===== src/rtl/wb_rr_master_arbiter.sv =====
// wb_rr_master_arbiter: round-robin arbiter that shares one classic Wishbone slave port
// between NUM_REQ requesters, one single-beat transaction at a time.
// Optional bus timeout abort is compiled in when WB_ARB_TIMEOUT_EN is defined.
module wb_rr_master_arbiter #(
    parameter int unsigned NUM_REQ     = 2,
    parameter int unsigned ADR_W       = 8,
    parameter int unsigned DAT_W       = 32,
    parameter int unsigned TIMEOUT_CYC = 16
) (
    input  logic                     wb_clk_i,
    input  logic                     wb_rst_i,
    input  logic [NUM_REQ-1:0]       req_valid_i,
    input  logic [NUM_REQ-1:0]       req_we_i,
    input  logic [NUM_REQ*ADR_W-1:0] req_adr_i,
    input  logic [NUM_REQ*DAT_W-1:0] req_wdat_i,
    output logic [NUM_REQ-1:0]       req_ack_o,
    output logic [NUM_REQ-1:0]       req_err_o,
    output logic [DAT_W-1:0]         req_rdat_o,
    output logic [NUM_REQ-1:0]       grant_o,
    output logic                     busy_o,
    output logic [ADR_W-1:0]         wb_adr_o,
    output logic [DAT_W-1:0]         wb_dat_o,
    output logic                     wb_we_o,
    output logic                     wb_stb_o,
    output logic                     wb_cyc_o,
    input  logic [DAT_W-1:0]         wb_dat_i,
    input  logic                     wb_ack_i
);

    localparam int unsigned PTR_W = (NUM_REQ > 1) ? $clog2(NUM_REQ) : 1;

    localparam logic [1:0] ST_IDLE = 2'd0;
    localparam logic [1:0] ST_BUS  = 2'd1;
    localparam logic [1:0] ST_GAP  = 2'd2;

    logic [1:0]         state_q, state_d;
    logic [PTR_W-1:0]   ptr_q, ptr_d;
    logic [NUM_REQ-1:0] grant_q, grant_d;
    logic [NUM_REQ-1:0] ack_q, ack_d;
    logic [NUM_REQ-1:0] err_q, err_d;
    logic [DAT_W-1:0]   rdat_q, rdat_d;
    logic [ADR_W-1:0]   adr_q, adr_d;
    logic [DAT_W-1:0]   dat_q, dat_d;
    logic               we_q, we_d;
    logic               cyc_q, cyc_d;
    logic               busy_q, busy_d;

`ifdef WB_ARB_TIMEOUT_EN
    localparam int unsigned CNT_W = (TIMEOUT_CYC > 1) ? $clog2(TIMEOUT_CYC) : 1;
    logic [CNT_W-1:0] cnt_q, cnt_d;
`else
    logic unused_cfg;
    assign unused_cfg = |TIMEOUT_CYC;
`endif

    logic [PTR_W-1:0]   win_c;
    logic               found_c;
    logic [ADR_W-1:0]   win_adr_c;
    logic [DAT_W-1:0]   win_dat_c;
    logic               win_we_c;

    // Round-robin search: first valid index at or above ptr, else first valid from 0.
    always_comb begin
        win_c   = '0;
        found_c = 1'b0;
        for (int i = 0; i < NUM_REQ; i++) begin
            if (!found_c && req_valid_i[i] && (PTR_W'(i) >= ptr_q)) begin
                found_c = 1'b1;
                win_c   = PTR_W'(i);
            end
        end
        for (int i = 0; i < NUM_REQ; i++) begin
            if (!found_c && req_valid_i[i]) begin
                found_c = 1'b1;
                win_c   = PTR_W'(i);
            end
        end
    end

    // Select the winning requester's transaction fields.
    always_comb begin
        win_adr_c = '0;
        win_dat_c = '0;
        win_we_c  = 1'b0;
        for (int i = 0; i < NUM_REQ; i++) begin
            if (PTR_W'(i) == win_c) begin
                win_adr_c = req_adr_i[i*ADR_W +: ADR_W];
                win_dat_c = req_wdat_i[i*DAT_W +: DAT_W];
                win_we_c  = req_we_i[i];
            end
        end
    end

    // Next-state and registered-output logic for IDLE -> BUS -> GAP -> IDLE.
    always_comb begin
        state_d = state_q;
        ptr_d   = ptr_q;
        grant_d = grant_q;
        adr_d   = adr_q;
        dat_d   = dat_q;
        we_d    = we_q;
        cyc_d   = cyc_q;
        ack_d   = '0;
        err_d   = '0;
        rdat_d  = '0;
`ifdef WB_ARB_TIMEOUT_EN
        cnt_d   = cnt_q;
`endif
        case (state_q)
            ST_IDLE: begin
                if (|req_valid_i) begin
                    adr_d   = win_adr_c;
                    dat_d   = win_dat_c;
                    we_d    = win_we_c;
                    grant_d = NUM_REQ'(1) << win_c;
                    cyc_d   = 1'b1;
                    ptr_d   = (win_c == PTR_W'(NUM_REQ - 1)) ? '0 : win_c + PTR_W'(1);
                    state_d = ST_BUS;
`ifdef WB_ARB_TIMEOUT_EN
                    cnt_d   = '0;
`endif
                end
            end
            ST_BUS: begin
                if (wb_ack_i) begin
                    cyc_d   = 1'b0;
                    ack_d   = grant_q;
                    rdat_d  = we_q ? '0 : wb_dat_i;
                    state_d = ST_GAP;
                end
`ifdef WB_ARB_TIMEOUT_EN
                else if (cnt_q == CNT_W'(TIMEOUT_CYC - 1)) begin
                    cyc_d   = 1'b0;
                    ack_d   = grant_q;
                    err_d   = grant_q;
                    state_d = ST_GAP;
                end else begin
                    cnt_d   = cnt_q + CNT_W'(1);
                end
`endif
            end
            ST_GAP: begin
                grant_d = '0;
                state_d = ST_IDLE;
            end
            default: begin
                grant_d = '0;
                cyc_d   = 1'b0;
                state_d = ST_IDLE;
            end
        endcase
        busy_d = (state_d != ST_IDLE);
    end

    // State and output registers; reset drops any transaction in flight immediately.
    always_ff @(posedge wb_clk_i or posedge wb_rst_i) begin
        if (wb_rst_i) begin
            state_q <= ST_IDLE;
            ptr_q   <= '0;
            grant_q <= '0;
            ack_q   <= '0;
            err_q   <= '0;
            rdat_q  <= '0;
            adr_q   <= '0;
            dat_q   <= '0;
            we_q    <= 1'b0;
            cyc_q   <= 1'b0;
            busy_q  <= 1'b0;
`ifdef WB_ARB_TIMEOUT_EN
            cnt_q   <= '0;
`endif
        end else begin
            state_q <= state_d;
            ptr_q   <= ptr_d;
            grant_q <= grant_d;
            ack_q   <= ack_d;
            err_q   <= err_d;
            rdat_q  <= rdat_d;
            adr_q   <= adr_d;
            dat_q   <= dat_d;
            we_q    <= we_d;
            cyc_q   <= cyc_d;
            busy_q  <= busy_d;
`ifdef WB_ARB_TIMEOUT_EN
            cnt_q   <= cnt_d;
`endif
        end
    end

    assign req_ack_o  = ack_q;
    assign req_err_o  = err_q;
    assign req_rdat_o = rdat_q;
    assign grant_o    = grant_q;
    assign busy_o     = busy_q;
    assign wb_adr_o   = adr_q;
    assign wb_dat_o   = dat_q;
    assign wb_we_o    = we_q;
    assign wb_stb_o   = cyc_q;
    assign wb_cyc_o   = cyc_q;

endmodule

===== config.mk =====
export PLATFORM = sky130hd
export DESIGN_NAME = wb_rr_master_arbiter
export DESIGN_NICKNAME = d
export VERILOG_FILES = /design/src/rtl/wb_rr_master_arbiter.sv
export SDC_FILE = /design/constraint.sdc
export NUM_CORES = 1
export LEC_CHECK = 0
export BUFFER_PORTS_ARGS = -buffer_cell sky130_fd_sc_hd__buf_2
export CAP_MARGIN = 20
export CORE_AREA = 4 4 95 97
export DETAILED_ROUTE_END_ITERATION = 8
export DIE_AREA = 0 0 99 101
export HOLD_SLACK_MARGIN = 0.03
export PLACE_DENSITY = 0.82
export REMOVE_ABC_BUFFERS = 1
export SLEW_MARGIN = 10
export SYNTH_ARGS = -nofsm -noshare
export SYNTH_HDL_FRONTEND = slang
export SYNTH_SLANG_ARGS = --single-unit

===== constraint.sdc =====
create_clock -name wb_clk_i -period 3.2 [get_ports wb_clk_i]
set_input_delay 0.32 -clock wb_clk_i [delete_from_list [all_inputs] [get_ports wb_clk_i]]
set_output_delay 0.32 -clock wb_clk_i [all_outputs]
set_load 0.02 [all_outputs]

== Word-level counts from Yosys, hierarchy flattened ==
Index checks and enable logic that the tools add are counted.

* Flip-flop bits (word level): 82
* Bits in latches: 0
* RAM bits: 0
* Memory bits (read-only): 0
* Output and inout bits: 82
* Memories kept: 0

* $add $sub $neg: 1
* Multiply operators: 0
* Divide/modulo/power cells: 0
* Magnitude comparators: 2
* Eq/ne operators: 4
* Shifts and indexed selects: 1
* Muxes and demuxes: 23
* Bitwise logic cells: 2
* Reductions and logical operators: 14

{| class="wikitable"
|+ Operator list
! operator !! count
|-
| $mux W32 || 4
|-
| $mux W1 || 10
|-
| $mux W2 || 5
|-
| $mux W8 || 1
|-
| $pmux W2 S2 || 2
|-
| $logic_and A1 B1 Y1 || 5
|-
| $ne A2 B2 Y1 const B || 2
|-
| $reduce_and A2 Y1 || 2
|-
| $logic_not A1 Y1 || 3
|-
| $pmux W1 S3 || 1
|-
| $reduce_and A3 Y1 || 1
|-
| $eq A2 B1 Y1 const B || 1
|-
| $eq A2 B2 Y1 const B || 1
|-
| $ge A1 B1 Y1 const A || 2
|-
| $logic_not A2 Y1 || 1
|-
| $not A1 Y1 || 2
|-
| $reduce_bool A2 Y1 || 1
|-
| $reduce_or A2 Y1 || 1
|-
| $shl A1 B1 Y2 const A || 1
|-
| $add A1 B1 Y1 const B || 1
|}

== Depth between registers and ports, before layout ==
Gate-level depths: netlist of the first run.

* Depth in word-level cells: 16
* Mapped depth: 5
* Mapped depth without buffers: 3

== Least setup slack after synthesis of the first run ==
OpenSTA, ideal clock, no wires.

* Path type: register to register
* Start: reg ptr_q
* End: reg dat_q[10] (netlist: wb_dat_o[10])
* Setup time: 126 ps
* Arrival: 1252 ps
* Required time: 3074 ps
* Path slack: 1822 ps
* Cell stages (with the launch flop): 6
* Path buffers: 2
* Period minus slack after synthesis: 1378 ps
* Path through: dfrtp_1 nand2b_1 and3_1 buf_6 buf_6 a221o_1

* Cells in the longest elaborated chain, start to end: 14

{| class="wikitable"
|+ RTL lines
! item !! RTL line !! source
|-
| start: declaration || 37 || <nowiki>logic [PTR_W-1:0] ptr_q, ptr_d;</nowiki>
|-
| start signal: assignment || 174 || <nowiki>ptr_q <= ptr_d;</nowiki>
|-
| $ge A1 B1 Y1 || 67 || <nowiki>if (!found_c && req_valid_i[i] && (PTR_W'(i) >= ptr_q)) begin</nowiki>
|-
| $logic_and A1 B1 Y1 || 67 ||
|-
| $mux W1 || 67 ||
|-
| $logic_not A1 Y1 || 67 ||
|-
| $logic_and A1 B1 Y1 (2 in a row) || 67 ||
|-
| $mux W1 || 67 ||
|-
| $logic_not A1 Y1 || 73 || <nowiki>if (!found_c && req_valid_i[i]) begin</nowiki>
|-
| $logic_and A1 B1 Y1 || 73 ||
|-
| $mux W1 || 73 ||
|-
| $logic_not A1 Y1 || 73 ||
|-
| $logic_and A1 B1 Y1 || 73 ||
|-
| $mux W1 * || 73 ||
|-
| $mux W32 * || 86 || <nowiki>if (PTR_W'(i) == win_c) begin</nowiki>
|-
| end signal: assignment || 180 || <nowiki>dat_q <= dat_d;</nowiki>
|-
| end: declaration || 43 || <nowiki>logic [DAT_W-1:0] dat_q, dat_d;</nowiki>
|}

Every way passes the cells marked *; elsewhere a longest branch is shown, timed or not.
A chain may end at the register's enable or synchronous reset.

== Worst setup path in the final report of the first run ==
* Start: reg state_q[1]
* End: reg dat_q[15] (netlist: wb_dat_o[15])

* Cells in the longest elaborated chain, start to end: 2

{| class="wikitable"
|+ RTL lines
! item !! RTL line !! source
|-
| start: declaration || 36 || <nowiki>logic [1:0] state_q, state_d;</nowiki>
|-
| start signal: assignment || 173 || <nowiki>state_q <= state_d;</nowiki>
|-
| $logic_not A2 Y1 || 109 || <nowiki>case (state_q)</nowiki>
|-
| $reduce_and A2 Y1 (no line) || n/a ||
|}

Every way passes these cells.

==> results_dict.tcl, run 1 <==
set metrics [dict create \
    antenna_found_initial 0 \
    grt_pass1_vias 3112 \
    critical_path_peak_fanout 25 \
    post_synth_and_or_nand_nor_area_fraction_pct 22.7 \
    post_synth_xor_area_fraction_pct 0 \
    synth-compound-area-share_pct 13.3 \
    pwr_dens_nw_per_um2 877 \
    post_synth_fa_ha_maj_area_fraction_pct 0 \
    slew_violations 0 \
    clk_pin_slew_ns 0.09 \
    path_class "reg2reg" \
    postSynthRegisterBits 82 \
    total_count_of_hold_check_failures_in_the_final_report 0 \
    clk_latency_ns 0.35 \
    critical_path_required_ns 3.48 \
    grt_setup_unrepaired "false" \
    drc_errors 0 \
    netSwitchingFraction_pct 42.2 \
    ranking_of_synthesized_cells_by_area "sky130_fd_sc_hd__dfrtp_1 (58%), sky130_fd_sc_hd__a221o_1 (12%), sky130_fd_sc_hd__nor4b_2 (10%), sky130_fd_sc_hd__and2_1 (5.8%), sky130_fd_sc_hd__nor4b_1 (4.2%)" \
    startpoint_type "register" \
    io_pins 201 \
    antennaDiodeCount 0 \
    layout.cell_area.non_filler_um2 4750 \
    tightestPinTransition_ns 0.608 \
    die_h_um 101 \
    core_area_um2 8130 \
    internal_power_w 0.00241 \
    htreeDepth 3 \
    floorplan.initialDensity_pct 43.6 \
    post_drt_via_cell_ratio 5.33 \
    run_status "finished clean" \
    drive_above_1_share_pct 56.6 \
    route.final.wire_length_um 9980 \
    synth.yosys.seq_area_share_pct 57.9 \
    max_freq_mhz 457 \
    dpl_cell_area_um2 4530 \
    min-delay-path-class "in2reg" \
    post-route-util_pct 58.4 \
    dieArea_um2 10000 \
    finalSetupViolCount 0 \
    post_cts_resized 0 \
    portBuffers 198 \
    yosysWarningCount 0 \
    synth.largest_area_cell "sky130_fd_sc_hd__dfrtp_1" \
    syn_inst 253 \
    route.detailed.wl_per_inst_um 18.1 \
    grtUsageTotal_pct 20.1 \
    power_frac_clock_pct 17.0 \
    setup-tns-final_ns 0 \
    peakVddDrop_mv 0.389 \
    detailroute.via_count 2944 \
    syn_area_per_cell_um2 14.0 \
    hpwl_um 7480 \
    cts.sinks 82 \
    worst_setup_path_end_kind "register" \
    area.growth.synth_to_final_pct 34.0 \
    x_dimension_of_the_die_um 99 \
    slew_headroom_pct 59.5 \
    post_layout_minimum_cycle_time_ns 2.19 \
    synth_top_family_by_area "simple AND/OR/NAND/NOR gates" \
    synth_top_cell_area_share_pct 57.9 \
    cts_max_path_buffers 2 \
    row_count 33 \
    cts_bufs_inserted 9 \
    post_synth_mux_area_share_pct 0 \
    synthesis.area_um2 3540 \
    static-leakage-power_nw 2.43 \
    fin_crit_sh_pct 68.4 \
    fin_hold_ws_ns 0.168 \
    grt-ovfl-total 0 \
    grt_max_degree 61 \
    net_switching_power_w 0.00176 \
    drv_cap 0 \
    totalPowerFinal_w 0.00416 \
    combinationalPowerShare_pct 43.3 \
    worst-endpoint-arrival_ns 2.47 \
    tritoncts "done" \
    final_net_count 561 \
    share_seq_of_total_power_pct 39.8 \
    residual_antenna_violating_net_count_after_detailed_routing 0 \
    grt_first_pass_wirelength_um 15700 \
    first_iter_violations 75 \
    dr.pass1.iters 4 \
    place_congestion 0.833 \
    timing.reg2reg.setup_slack_ns 1.01 \
    clockRootBuffer "sky130_fd_sc_hd__clkbuf_8" \
    finClkSkew_ns 0.0136 \
    synth.distinct_cells 26 \
]
## registers in the layout (all words and copies together) (netlist names)
signal / count
req_rdat_o: 32
wb_dat_o: 32
wb_adr_o: 8
grant_o: 2
req_ack_o: 2
state_q: 2
busy_o: 1
ptr_q: 1
wb_cyc_o: 1
wb_we_o: 1
## path summary, 6_finish.rpt
check,start,to,depth (start not counted)
max,state_q[1],wb_dat_o[15],4
min,wb_dat_i[19],req_rdat_o[19],2
max reg2reg,state_q[1],wb_dat_o[15],4
min reg2reg,wb_dat_o[24],wb_dat_o[24],1
max in group asynchronous,wb_rst_i,req_rdat_o[22],5
min in group asynchronous,wb_rst_i,req_ack_o[1],3
## synthesized netlist by cell type (all sizes together)
library cell,number
nor3b,1
a21bo,1
nor4b,41
o21bai,1
clkbuf,9
buf,21
a21oi,1
nand2b,2
and2,33
nor2,1
dfrtp,82
a221o,41
nor2b,3
inv,2
o22ai,1
nand2,4
and3,3
conb,1
a32o,1
a22oi,1
o21ai,3
## timing repair
action	CTS	global route
hold endpoints to repair	0	19
hold buffers	0	1
setup endpoints to repair	0	0
buffers inserted	0	0
## area by class of cell
type,count,area [µm²]
Inverter,2,8.76
Multi-Input combinational cell,140,1290
Sequential cell,82,2050
Tap cell,105,131
Clock inverter,6,47.5
Fill cell,699,3390
Clock buffer,10,138
Timing Repair Buffer,207,1070
## layout by cell type (no fill, tap or decap), types with 3 or more instances in the layout
cell type                    instances
sky130_fd_sc_hd__nor2b_1             3
sky130_fd_sc_hd__buf_2             198
sky130_fd_sc_hd__and2_1             33
sky130_fd_sc_hd__clkbuf_8           10
sky130_fd_sc_hd__nor4b_2            24
sky130_fd_sc_hd__a221o_1            41
sky130_fd_sc_hd__buf_4               7
sky130_fd_sc_hd__nand2_1             4
sky130_fd_sc_hd__nor4b_1            17
sky130_fd_sc_hd__dfrtp_1            80
sky130_fd_sc_hd__clkinvlp_4          4
sky130_fd_sc_hd__and3_1              3
## critical path, stage by stage (launching register included)
cell	delay, ns
sky130_fd_sc_hd__dfrtp_2	0.58
sky130_fd_sc_hd__nor2_1	0.32
sky130_fd_sc_hd__and3_1	0.60
sky130_fd_sc_hd__buf_4	0.40
sky130_fd_sc_hd__a221o_1	0.21
## cells by family (layout without fill, tap and decap cells)
| family | count (synthesis) | after routing |
|---|---|---|
| and+or+nand+nor | 88 | 88 |
| DFF | 82 | 82 |
| AOI/OAI and AO/OA | 50 | 50 |
| buffers and inverters | 32 | 225 |
| other | 1 | 2 |
## power by group through the flow
stage	Combinational (W)	Sequential [W]	Clock (W)
floorplan	0.000632	0.00214	0
global placement	0.00177	0.00167	0
detailed placement	0.00182	0.00168	0
CTS	0.00182	0.00166	0.000726
global route	0.00193	0.00170	0.000776
finish	0.00180	0.00166	0.000707
## metal layers
| layer | GRT usage, % | up-vias | wire (µm) |
|---|---|---|---|
| li1 | - | 1340 | - |
| met1 | 22.6 | 1420 | 3690 |
| met2 | 33.7 | 171 | 4860 |
| met3 | 9.62 | 13 | 1260 |
| met4 | 6.30 | 0 | 163 |
| met5 | 0 | - | 0 |
## per-stage QoR
stage | std cells | worst slack [ns]
floorplan | 224 | 0.150
global placement | 533 | 1.10
detailed placement | 534 | 1.01
CTS | 550 | 0.989
global route | 552 | 0.864
finish | 552 | 1.01
Note: power is estimated with default switching activity, not from simulation.
==> run 2: changes to the inputs <==
Clock period 3.2 ns to 2.1 ns, I/O delays scaled along.
==> results_dict.tcl, run 2 (same netlist as run 1, synthesis figures left out) <==
set metrics [dict create \
    run_status "finished clean" \
    worst_slack_ns 0.376 \
    clk_pin_slew_ns 0.09 \
    dr.pass1.iters 4 \
    min-delay-path-class "in2reg" \
    place_congestion 0.744 \
    portBuffers 198 \
    fillers 671 \
    clk_latency_ns 0.35 \
    post_cts_resized 0 \
    static-leakage-power_nw 2.46 \
    drive_above_1_share_pct 56.8 \
    drc_errors 0 \
    row_count 33 \
    mostFrequentLayoutCells "sky130_fd_sc_hd__buf_2 (198), sky130_fd_sc_hd__dfrtp_1 (80), sky130_fd_sc_hd__a221o_1 (41)" \
    path_class "reg2reg" \
    dieArea_um2 10000 \
    die_h_um 101 \
    first_iter_violations 110 \
    slew_violations 0 \
    core_area_um2 8130 \
    dp_slack_ns 0.368 \
    setup-tns-final_ns 0 \
    pwr_dens_nw_per_um2 1360 \
    route.final.wire_length_um 9740 \
    post_drt_via_cell_ratio 5.31 \
    finalNonFillerCells 554 \
    grt_first_pass_wirelength_um 15500 \
    x_dimension_of_the_die_um 99 \
    tightestPinTransition_ns 0.705 \
    grtUsageTotal_pct 19.6 \
    floorplan.initialDensity_pct 43.6 \
    worst_setup_path_end_kind "register" \
    io_pins 201 \
    hpwl_um 7250 \
    finalSetupViolCount 0 \
    area.growth.synth_to_final_pct 35.4 \
    grt_max_degree 48 \
    htreeDepth 3 \
    cts_max_path_buffers 2 \
    fin_crit_sh_pct 82.1 \
    route.detailed.wl_per_inst_um 17.6 \
    grt-ovfl-total 0 \
    worst-endpoint-arrival_ns 2.01 \
    antenna_found_initial 0 \
    tritoncts "done" \
    residual_antenna_violating_net_count_after_detailed_routing 0 \
    peakVddDrop_mv 0.670 \
    antennaDiodeCount 0 \
    total_count_of_hold_check_failures_in_the_final_report 0 \
    layout.cell_area.non_filler_um2 4800 \
    cts_bufs_inserted 9 \
    drv_cap 0 \
    startpoint_type "register" \
    slew_headroom_pct 53.0 \
    post_layout_minimum_cycle_time_ns 1.72 \
    post-route-util_pct 59.0 \
    detailroute.via_count 2939 \
    post-place-cells 537 \
    final_net_count 563 \
    finClkSkew_ns 0.0107 \
    max_freq_mhz 580 \
    cts.sinks 82 \
    critical_path_peak_fanout 25 \
    layout.cells.most_common "sky130_fd_sc_hd__buf_2" \
    grt_setup_unrepaired "false" \
    critical_path_required_ns 2.39 \
    grt_pass1_vias 3128 \
    dpl_cell_area_um2 4580 \
    clockRootBuffer "sky130_fd_sc_hd__clkbuf_8" \
]
[run 2: cell count changes in the layout (fill, tap and decap cells not counted)]
| cell | before | now |
|---|---|---|
| sky130_fd_sc_hd__bufinv_16 | 0 | 1 |
| sky130_fd_sc_hd__buf_4 | 7 | 8 |
| sky130_fd_sc_hd__buf_12 | 1 | 2 |
| sky130_fd_sc_hd__clkinv_4 | 0 | 2 |
| sky130_fd_sc_hd__clkinvlp_4 | 4 | 1 |
[run 2: where the power goes]
group	switching, W	internal (W)	total [W]	leakage [nW]
combinational	0.00178	0.00112	0.00290	1.30
sequential	0.000291	0.00212	0.00241	1.05
clock	0.000601	0.000595	0.00120	0.103
total	0.00267	0.00383	0.00651	2.46
[run 2: worst max-delay path, stage by stage, from the launching register on]
cell and delay [ns]:
sky130_fd_sc_hd__dfrtp_2 0.41, sky130_fd_sc_hd__nor2_1 0.17, sky130_fd_sc_hd__and3_1 0.64, sky130_fd_sc_hd__buf_12 0.25, sky130_fd_sc_hd__a221o_1 0.18
[run 2: final cells by class]
| type | instances | area (µm²) | area share [%] |
|---|---|---|---|
| Timing Repair Buffer | 209 | 1100 | 22.9 |
| Inverter | 2 | 8.76 | 0.182 |
| Clock buffer | 10 | 138 | 2.87 |
| Sequential cell | 82 | 2050 | 42.8 |
| Tap cell | 105 | 131 | 2.74 |
| Clock inverter | 6 | 72.6 | 1.51 |
| Multi-Input combinational cell | 140 | 1290 | 27.0 |
[run 2: per-layer routing]
metal / routed length (µm) / share of wire, % / global-route usage [%] / up-vias
met3: 1230 / 13 / 8.10 / 18
met2: 4660 / 48 / 32.9 / 172
met1: 3680 / 38 / 22.5 / 1408
li1: - / - / - / 1341
met5: 0 / 0 / 0 / -
met4: 179 / 1.8 / 7.25 / 0
[run 2: worst paths after layout]
check / start / end / slack (ns) / cells past startpoint
max reg2reg: state_q[1] / wb_dat_o[27] / 0.38 / 4
min: wb_dat_i[20] / req_rdat_o[20] / 0.06 / 2
min reg2reg: wb_dat_o[23] / wb_dat_o[23] / 0.51 / 1
min in group asynchronous: wb_rst_i / req_ack_o[0] / 0.48 / 3
max: state_q[1] / wb_dat_o[27] / 0.38 / 4
max in group asynchronous: wb_rst_i / wb_dat_o[10] / 0.95 / 4
[run 2: metrics by stage]
stage	power, W	hold slack, ns
after floorplan	0.00422	0.318
after global placement	0.00527	0.317
after detailed placement	0.00536	0.322
after CTS	0.00657	0.0379
after global routing	0.00689	0.0393
final	0.00651	0.0582
[run 2: what timing repair did]
item | 4_1_cts | 5_1_grt
buffers inserted | 0 | 0
hold buffers | 1 | 0
endpoints found under the setup margin | 0 | 0
hold endpoints to repair | 37 | 0
